===== src/rtl/riscv_isa_pkg.sv =====
// ISA-level widths shared by the front end: address and instruction sizes.
package riscv_isa_pkg;

    // Virtual address width seen by the fetch path.
    localparam int CPU_ADDR_BITS = 32;

    // Width of one fixed-length instruction slot.
    localparam int CPU_INST_BITS = 32;

endpackage


===== src/rtl/uarch_pkg.sv =====
// Micro-architecture parameters and types for the front end: fetch packet
// geometry, the fetch FSM state encoding and the packet alignment helper.
package uarch_pkg;

    import riscv_isa_pkg::*;

    // Instructions per fetch packet; slot 0 lives in the low bits.
    localparam int FETCH_WIDTH = 2;

    // Packet width in bits and in bytes (the fetch_pc stride).
    localparam int          FETCH_BITS  = FETCH_WIDTH * CPU_INST_BITS;
    localparam int unsigned FETCH_BYTES = FETCH_BITS / 8;

    // Fetch FSM states:
    //   FETCH  - may issue a request for fetch_pc
    //   WAIT   - one request outstanding, response will be kept
    //   SQUASH - one request outstanding, response will be thrown away
    typedef enum logic [1:0] {
        FETCH  = 2'd0,
        WAIT   = 2'd1,
        SQUASH = 2'd2
    } fetch_state_t;

    // Force an address onto an 8-byte fetch-packet boundary.
    function automatic logic [CPU_ADDR_BITS-1:0] align_fetch_pc(
        input logic [CPU_ADDR_BITS-1:0] addr
    );
        return {addr[CPU_ADDR_BITS-1:3], 3'b000};
    endfunction

endpackage


===== src/rtl/fetch_unit.sv =====
// Instruction fetch unit: walks fetch_pc through memory one 8-byte packet at
// a time, keeps a single ICache request in flight, and hands each returned
// packet to the instruction buffer through a one-entry output register.
// A flush redirects fetch_pc and squashes whatever is in flight.
//
// Handshakes (both directions): a transfer happens on a rising clk edge where
// valid && ready are both 1. The sender never withdraws or changes a valid
// beat until it is taken; the ICache response is a one-cycle strobe with no
// backpressure, which is safe because at most one request is ever
// outstanding and the output register is always empty when it returns.
module fetch_unit
    import riscv_isa_pkg::*;
    import uarch_pkg::*;
#(
    // First fetch address after reset; must be 8-byte aligned.
    parameter logic [CPU_ADDR_BITS-1:0] RESET_PC = 32'h0000_0000
) (
    input  logic                                 clk,
    input  logic                                 rst,
    input  logic                                 flush,
    input  logic [CPU_ADDR_BITS-1:0]             redirect_pc,
    output logic [CPU_ADDR_BITS-1:0]             icache_req_addr,
    output logic                                 icache_req_val,
    input  logic                                 icache_req_rdy,
    input  logic [FETCH_WIDTH*CPU_INST_BITS-1:0] icache_resp_data,
    input  logic                                 icache_resp_val,
    output logic [CPU_ADDR_BITS-1:0]             pc,
    output logic [FETCH_WIDTH*CPU_INST_BITS-1:0] icache_dout,
    output logic                                 icache_dout_val,
    input  logic                                 inst_buffer_rdy,
    output fetch_state_t                         dbg_state
);

    // FSM state and fetch address.
    fetch_state_t                         state_q;
    logic [CPU_ADDR_BITS-1:0]             fetch_pc_q;

    // One-entry output register feeding the instruction buffer.
    logic                                 out_val_q;
    logic [CPU_ADDR_BITS-1:0]             out_pc_q;
    logic [FETCH_WIDTH*CPU_INST_BITS-1:0] out_data_q;

    // Next sequential packet address; the add wraps naturally at the top of
    // the address space.
    logic [CPU_ADDR_BITS-1:0]             seq_pc_d;

    // The output register will be empty at the next edge: either it already
    // is, or the instruction buffer is taking its packet this cycle.
    logic                                 out_free;
    logic                                 out_drain;
    logic                                 req_fire;

    assign seq_pc_d  = fetch_pc_q + CPU_ADDR_BITS'(FETCH_BYTES);
    assign out_drain = out_val_q && inst_buffer_rdy;
    assign out_free  = !out_val_q || inst_buffer_rdy;

    // A request is only offered when its response is guaranteed a home, so
    // the no-backpressure response can always be captured. Reset and flush
    // both suppress the request combinationally.
    assign icache_req_val  = rst && !flush && (state_q == FETCH) && out_free;
    assign icache_req_addr = fetch_pc_q;
    assign req_fire        = icache_req_val && icache_req_rdy;

    assign pc              = out_pc_q;
    assign icache_dout     = out_data_q;
    assign icache_dout_val = out_val_q;
    assign dbg_state       = state_q;

    // Fetch FSM together with fetch_pc and the output register; reset first,
    // then flush, then normal request/response/drain traffic.
    always_ff @(posedge clk) begin
        if (!rst) begin
            // A request left in flight by WAIT may still be answered right
            // after reset; SQUASH makes sure that answer is discarded.
            state_q    <= (state_q == WAIT) ? SQUASH : FETCH;
            fetch_pc_q <= RESET_PC;
            out_val_q  <= 1'b0;
            out_pc_q   <= '0;
            out_data_q <= '0;
        end else if (flush) begin
            fetch_pc_q <= align_fetch_pc(redirect_pc);
            out_val_q  <= 1'b0;
            case (state_q)
                // Still waiting on the old request: squash it, unless it is
                // returning right now, in which case it is simply dropped.
                WAIT:    state_q <= icache_resp_val ? FETCH : SQUASH;
                // Stay in SQUASH until the stale response shows up; if it
                // shows up in this very cycle it is gone, so resume fetching.
                SQUASH:  state_q <= icache_resp_val ? FETCH : SQUASH;
                default: state_q <= FETCH;
            endcase
        end else begin
            if (out_drain) begin
                out_val_q <= 1'b0;
            end
            case (state_q)
                FETCH: begin
                    if (req_fire) begin
                        state_q <= WAIT;
                    end
                end
                WAIT: begin
                    // The output register was emptied when the request was
                    // issued, so the capture never overwrites a live packet.
                    if (icache_resp_val) begin
                        out_val_q  <= 1'b1;
                        out_pc_q   <= fetch_pc_q;
                        out_data_q <= icache_resp_data;
                        fetch_pc_q <= seq_pc_d;
                        state_q    <= FETCH;
                    end
                end
                SQUASH: begin
                    if (icache_resp_val) begin
                        state_q <= FETCH;
                    end
                end
                default: begin
                    state_q <= FETCH;
                end
            endcase
        end
    end

endmodule


===== config.mk =====
export PLATFORM = sky130hd
export DESIGN_NAME = fetch_unit
export DESIGN_NICKNAME = d
export VERILOG_FILES = /design/src/rtl/riscv_isa_pkg.sv /design/src/rtl/uarch_pkg.sv /design/src/rtl/fetch_unit.sv
export SDC_FILE = /design/constraint.sdc
export NUM_CORES = 1
export LEC_CHECK = 0
export BUFFER_PORTS_ARGS = -buffer_cell sky130_fd_sc_hd__buf_4
export CORE_ASPECT_RATIO = 0.75
export CORE_UTILIZATION = 47
export DETAILED_ROUTE_END_ITERATION = 6
export PLACE_DENSITY_LB_ADDON = 0.25
export SLEW_MARGIN = 20
export SYNTH_ARGS = -nofsm -noshare
export SYNTH_HDL_FRONTEND = slang
export SYNTH_SLANG_ARGS = --single-unit

===== constraint.sdc =====
create_clock -name clk -period 2.9 [get_ports clk]
set_clock_uncertainty 0.2 [all_clocks]
set_input_delay 0.29 -clock clk [delete_from_list [all_inputs] [get_ports clk]]
set_output_delay 0.29 -clock clk [all_outputs]
set_load 0.02 [all_outputs]

# Word-level counts from Yosys, hierarchy flattened
# Index checks and enable logic that the tools add are counted.
# totals
reg_bits,131
in_bits,102
output_inout_bits,132
# op_classes
n_addsub,1
n_eq_ne,4
n_mux,14
n_bitwise,2
n_reduce_logical,17
# ops
op,count
2-to-1 mux 32 bit,3
adder 32 x 4 -> 32 bit (second input constant),1
2-to-1 mux 2 bit,7
AND reduction 2 bit,3
logical AND 1 bit,5
inequality test 4 x 2 -> 1 bit (second input constant),1
inequality test 4 bit (second input constant),1
case mux 2 bit (2 select lines),1
nonzero test 2 bit,2
OR reduction 2 bit,2
2-to-1 mux 1 bit,3
AND reduction 3 bit,1
== test 2 x 1 -> 1 bit (second input constant),1
== test 2 bit (second input constant),1
zero test 1 bit,2
zero test 2 bit,1
NOT 1 bit,2
logical OR 1 bit,1

# Logic depth before layout (Yosys ltp)
# logic_depth
word_depth,9
mapped_depth,8
mapped_depth_nobuf,6

# Least setup slack after synthesis
# OpenSTA, ideal clock, no wires.
# synth_timing
kind,register to register
startpoint,"register state_q[1], in the netlist dbg_state[1]"
endpoint,"register fetch_pc_q[22], in the netlist icache_req_addr[22]"
setup_ns,0.074
arrival_ns,2.317
t_required_ns,2.626
setup_slack_ns,0.309
path_stages_with_launch,8
n_path_buf,1
period_less_slack_ns,2.591
cell_sequence,edfxtp_1 inv_1 ha_1 nand4_4 or4_1 buf_2 or4_1 a31oi_1
# synth_between
elab_chain_len,3
# synth_rtl
item,line_no,rtl
start: declaration,fetch_unit.sv:35,fetch_state_t state_q;
start signal: assignment,fetch_unit.sv:75,state_q <= (state_q == WAIT) ? SQUASH : FETCH;
start signal: assignment,fetch_unit.sv:86,WAIT: state_q <= icache_resp_val ? FETCH : SQUASH;
start signal: assignment,fetch_unit.sv:89,SQUASH: state_q <= icache_resp_val ? FETCH : SQUASH;
== test 2 x 1 -> 1 bit,fetch_unit.sv:96,case (state_q)
nonzero test 2 bit (no source line),-,
AND reduction 2 bit (no source line),-,
end signal: assignment,fetch_unit.sv:81,fetch_pc_q <= align_fetch_pc(redirect_pc);
end signal: assignment,fetch_unit.sv:109,fetch_pc_q <= seq_pc_d;
end: declaration,fetch_unit.sv:36,logic [CPU_ADDR_BITS-1:0] fetch_pc_q;
# No other way between the ends.
# A chain may end at the register's enable or synchronous reset.

# Worst setup path in the final report
# Ends and elaborated chain as after synthesis.

==> impl_metrics.py <==
metrics = {
    "yosys": {
        "avgSynthCellArea_um2": 8.26,
        "synthTopCellsByCount": "200 x nand2_1, 123 x dfxtp_1, 95 x a21boi_0",
        "synth_area_leaders": "dfxtp_1 46%, nand2_1 14%, a21boi_0 13%",
        "synth_top_cell_by_area": "dfxtp_1",
        "synth_area_mm2": 0.00530,
        "netlist_instances": 641,
        "synth.distinct_cells": 42,
        "synth-edff-count": 2,
        "ys.flop_type": "dfxtp_1",
        "synth-seq-cells": 125,
        "seq_area_frac_synth_pct": 47.6,
        "synth.most_common_cell": "nand2_1",
        "synthArstFlopShare_pct": 0,
        "yosysWarnings": 0,
        "synth_top_area_share_pct": 46.5,
    },
    "timing": {
        "setup_violations": 0,
        "worst_slack_ps": 278,
        "finalCritPeriodShare_pct": 90.4,
        "tightest_slew_ps": 798,
        "maxSlewViolCount": 0,
        "tns_ps": 0,
        "rsz0062_at_grt": "false",
        "worst_hold_slack_ps": 5.01,
        "max_freq_mhz": 381,
        "maxSlewHeadroom_pct": 46.3,
        "fin_crit_ps": 2620,
        "finalHoldViolCount": 0,
    },
    "pwr": {
        "p_leak_nw": 3.49,
        "ir_drop_v": 0.000466,
        "power.total_mw": 4.50,
        "switching_share_pct": 25.1,
        "p_int_mw": 3.37,
        "seqPwrFrac_pct": 41.7,
        "power_density_mw_per_mm2": 533,
        "p_comb_share_pct": 14.9,
        "clockPowerShare_pct": 43.5,
        "switching_power_mw": 1.13,
    },
    "place": {
        "place_inst": 969,
        "numPortBuffers": 224,
        "place_ws_ps": 307,
        "placed_area_mm2": 0.00708,
        "gp_congestion": 0.785,
        "dp_hpwl_mm": 10.5,
    },
    "floorplan": {
        "die_h_um": 93.9,
        "row_count": 33,
        "dieArea_mm2": 0.0117,
        "start_util_pct": 48.4,
        "core_area_mm2": 0.0109,
        "io_pins": 234,
        "die_w_um": 125,
    },
    "detailed_routing": {
        "dr_wl_met2_mm": 8.12,
        "met3WireLength_mm": 1.14,
        "wirelength_met1_mm": 6.87,
        "viasPerCell": 5.27,
        "drc_errors": 0,
        "drt_wl_total_mm": 16.7,
        "top_layer": "met4",
        "wl_per_cell_um": 15.4,
        "antenna_left": 0,
        "vias": 5700,
        "drt_first_iter_violations": 416,
        "drtPass1Iterations": 5,
    },
    "layout": {
        "nNetsFinal": 1035,
        "syn_to_final_growth_pct": 59.5,
        "finish.instance_area_mm2": 0.00845,
        "final_cell_count_no_fill": 1082,
        "drive_gt1_share_pct": 28.8,
        "fillCellCount": 755,
        "num_antenna_cells": 0,
        "final_util_pct": 77.2,
    },
    "global_route": {
        "grt_pass1_wl_mm": 27.0,
        "grt_start_max_net_pins": 94,
        "antenna_found_initial": 0,
        "grt_pass1_vias": 5521,
        "overflow": 0,
        "grtUsageTotal_pct": 28.7,
    },
    "run_status": {
        "status": "finished clean",
    },
    "clocking": {
        "cts_root_buf": "clkbuf_16",
        "cts_buffer_depth": 2,
        "h-tree-depth": 4,
        "clock-sinks": 125,
        "clkLatencyLatePin_ps": 400,
        "clk_pin_slew_ps": 60,
        "cts_buffers": 17,
        "cts_tree": "done",
    },
    "critical_path": {
        "critPathSlowestCell": "or4_1",
        "path_cells": "inv_1 -> ha_1 -> nand4_4 -> or4_1 -> or4_1 -> a31oi_1",
        "crit_path_max_fanout": 10,
        "cp.required_ps": 3030,
        "cp-start-kind": "flop",
        "worstPathArrival_ps": 2750,
        "critPathMaxStageDelay_ps": 740,
        "worst_setup_path_end_kind": "flop",
        "critPathKind": "reg2reg",
        "cpMostUsedCell": "or4_1",
    },
    "worst_hold_path": {
        "hold_path_class": "in2reg",
    },
    "flow_run": {
        "drv_cap": 0,
    },
}
-- repair_timing --
item	in CTS	in global routing
gates resized for setup	0	0
hold buffers	82	0
hold endpoints to repair	82	0
buffers inserted	0	0
-- power groups by stage --
stage / Sequential [mW] / Clock, mW / Combinational, mW
after floorplan: 1.98 / 0 / 0.218
after global placement: 1.90 / 0 / 0.559
after detailed placement: 1.91 / 0 / 0.572
after CTS: 1.87 / 1.99 / 0.664
after global routing: 1.88 / 2.06 / 0.723
final: 1.87 / 1.96 / 0.670
-- cells by family after synthesis --
kind of cell,synth area share (%)
compound gates,21.3
other cells,0.0708
flops,47.6
buf+inv,4.77
xor+xnor,1.82
simple gates,23.5
mux,0.189
fa+ha+maj,0.709
-- layer usage --
metal  vias up  global-route usage [%]
li1       2752                       -
met1      2672                    34.3
met5         -                       0
met3        49                    5.92
met2       227                    49.1
met4         0                    14.8
-- worst max-delay path, delay by kind of cell (launching register included) --
kind | cells | cell delay (ps)
AOI/OAI and AO/OA | 1 | 160
buffers and inverters | 1 | 90
DFF | 1 | 380
adders and majority gates | 1 | 230
and+or+nand+nor | 3 | 1490
-- path summary, 6_finish.rpt --
kind	depth (start not counted)	slack, ps	start	to
min	3	5	inst_buffer_rdy	icache_dout_val$_SDFF_PP0_
max	6	280	dbg_state[1]$_DFFE_PP_	icache_req_addr[22]$_SDFFE_PN0P_
min reg2reg	2	260	icache_dout[37]$_SDFFE_PN0P_	icache_dout[37]$_SDFFE_PN0P_
max reg2reg	6	280	dbg_state[1]$_DFFE_PP_	icache_req_addr[22]$_SDFFE_PN0P_
-- sequential cells by signal, indices dropped and copies added (netlist names) --
signal           cells
pc                  29
icache_dout_val      1
icache_req_addr     29
dbg_state            2
icache_dout         64
-- cell type report --
class	instances	area, um2	share of cell area (%)
repair buffers	317	2610	30.9
multi-input cells	460	2560	30.3
flip-flops and latches	125	2520	29.9
clock buffers	23	478	5.66
well taps	140	175	2.07
clock inverters	8	67.6	0.800
inverters	9	33.8	0.400
-- cells in the final DEF, fill, tap and decap left out, types with 2 or more instances in the layout --
cell type      count
a211oi_1           4
a21boi_0          95
a21oi_1            6
a311oi_1           4
a31o_2             3
a31oi_1            9
and2_1             3
and3_1             7
and4_1             3
buf_12             2
buf_4            233
clkbuf_1           3
clkbuf_16         17
clkbuf_8           3
clkinv_2           6
conb_1             6
dfxtp_1          123
dlygate4sd3_1     82
edfxtp_1           2
ha_1               3
inv_1              9
nand2_1          200
nand2b_1           5
nand3_1           10
nand4_1            8
nor2_1             6
nor2b_1            4
nor3_1             9
nor4_1             8
o211a_1            4
o21ai_0           28
o31ai_1            3
or3_1              3
or4_1              6
xnor2_1            8
xor2_1             3
(Power assumes the default switching activity.)
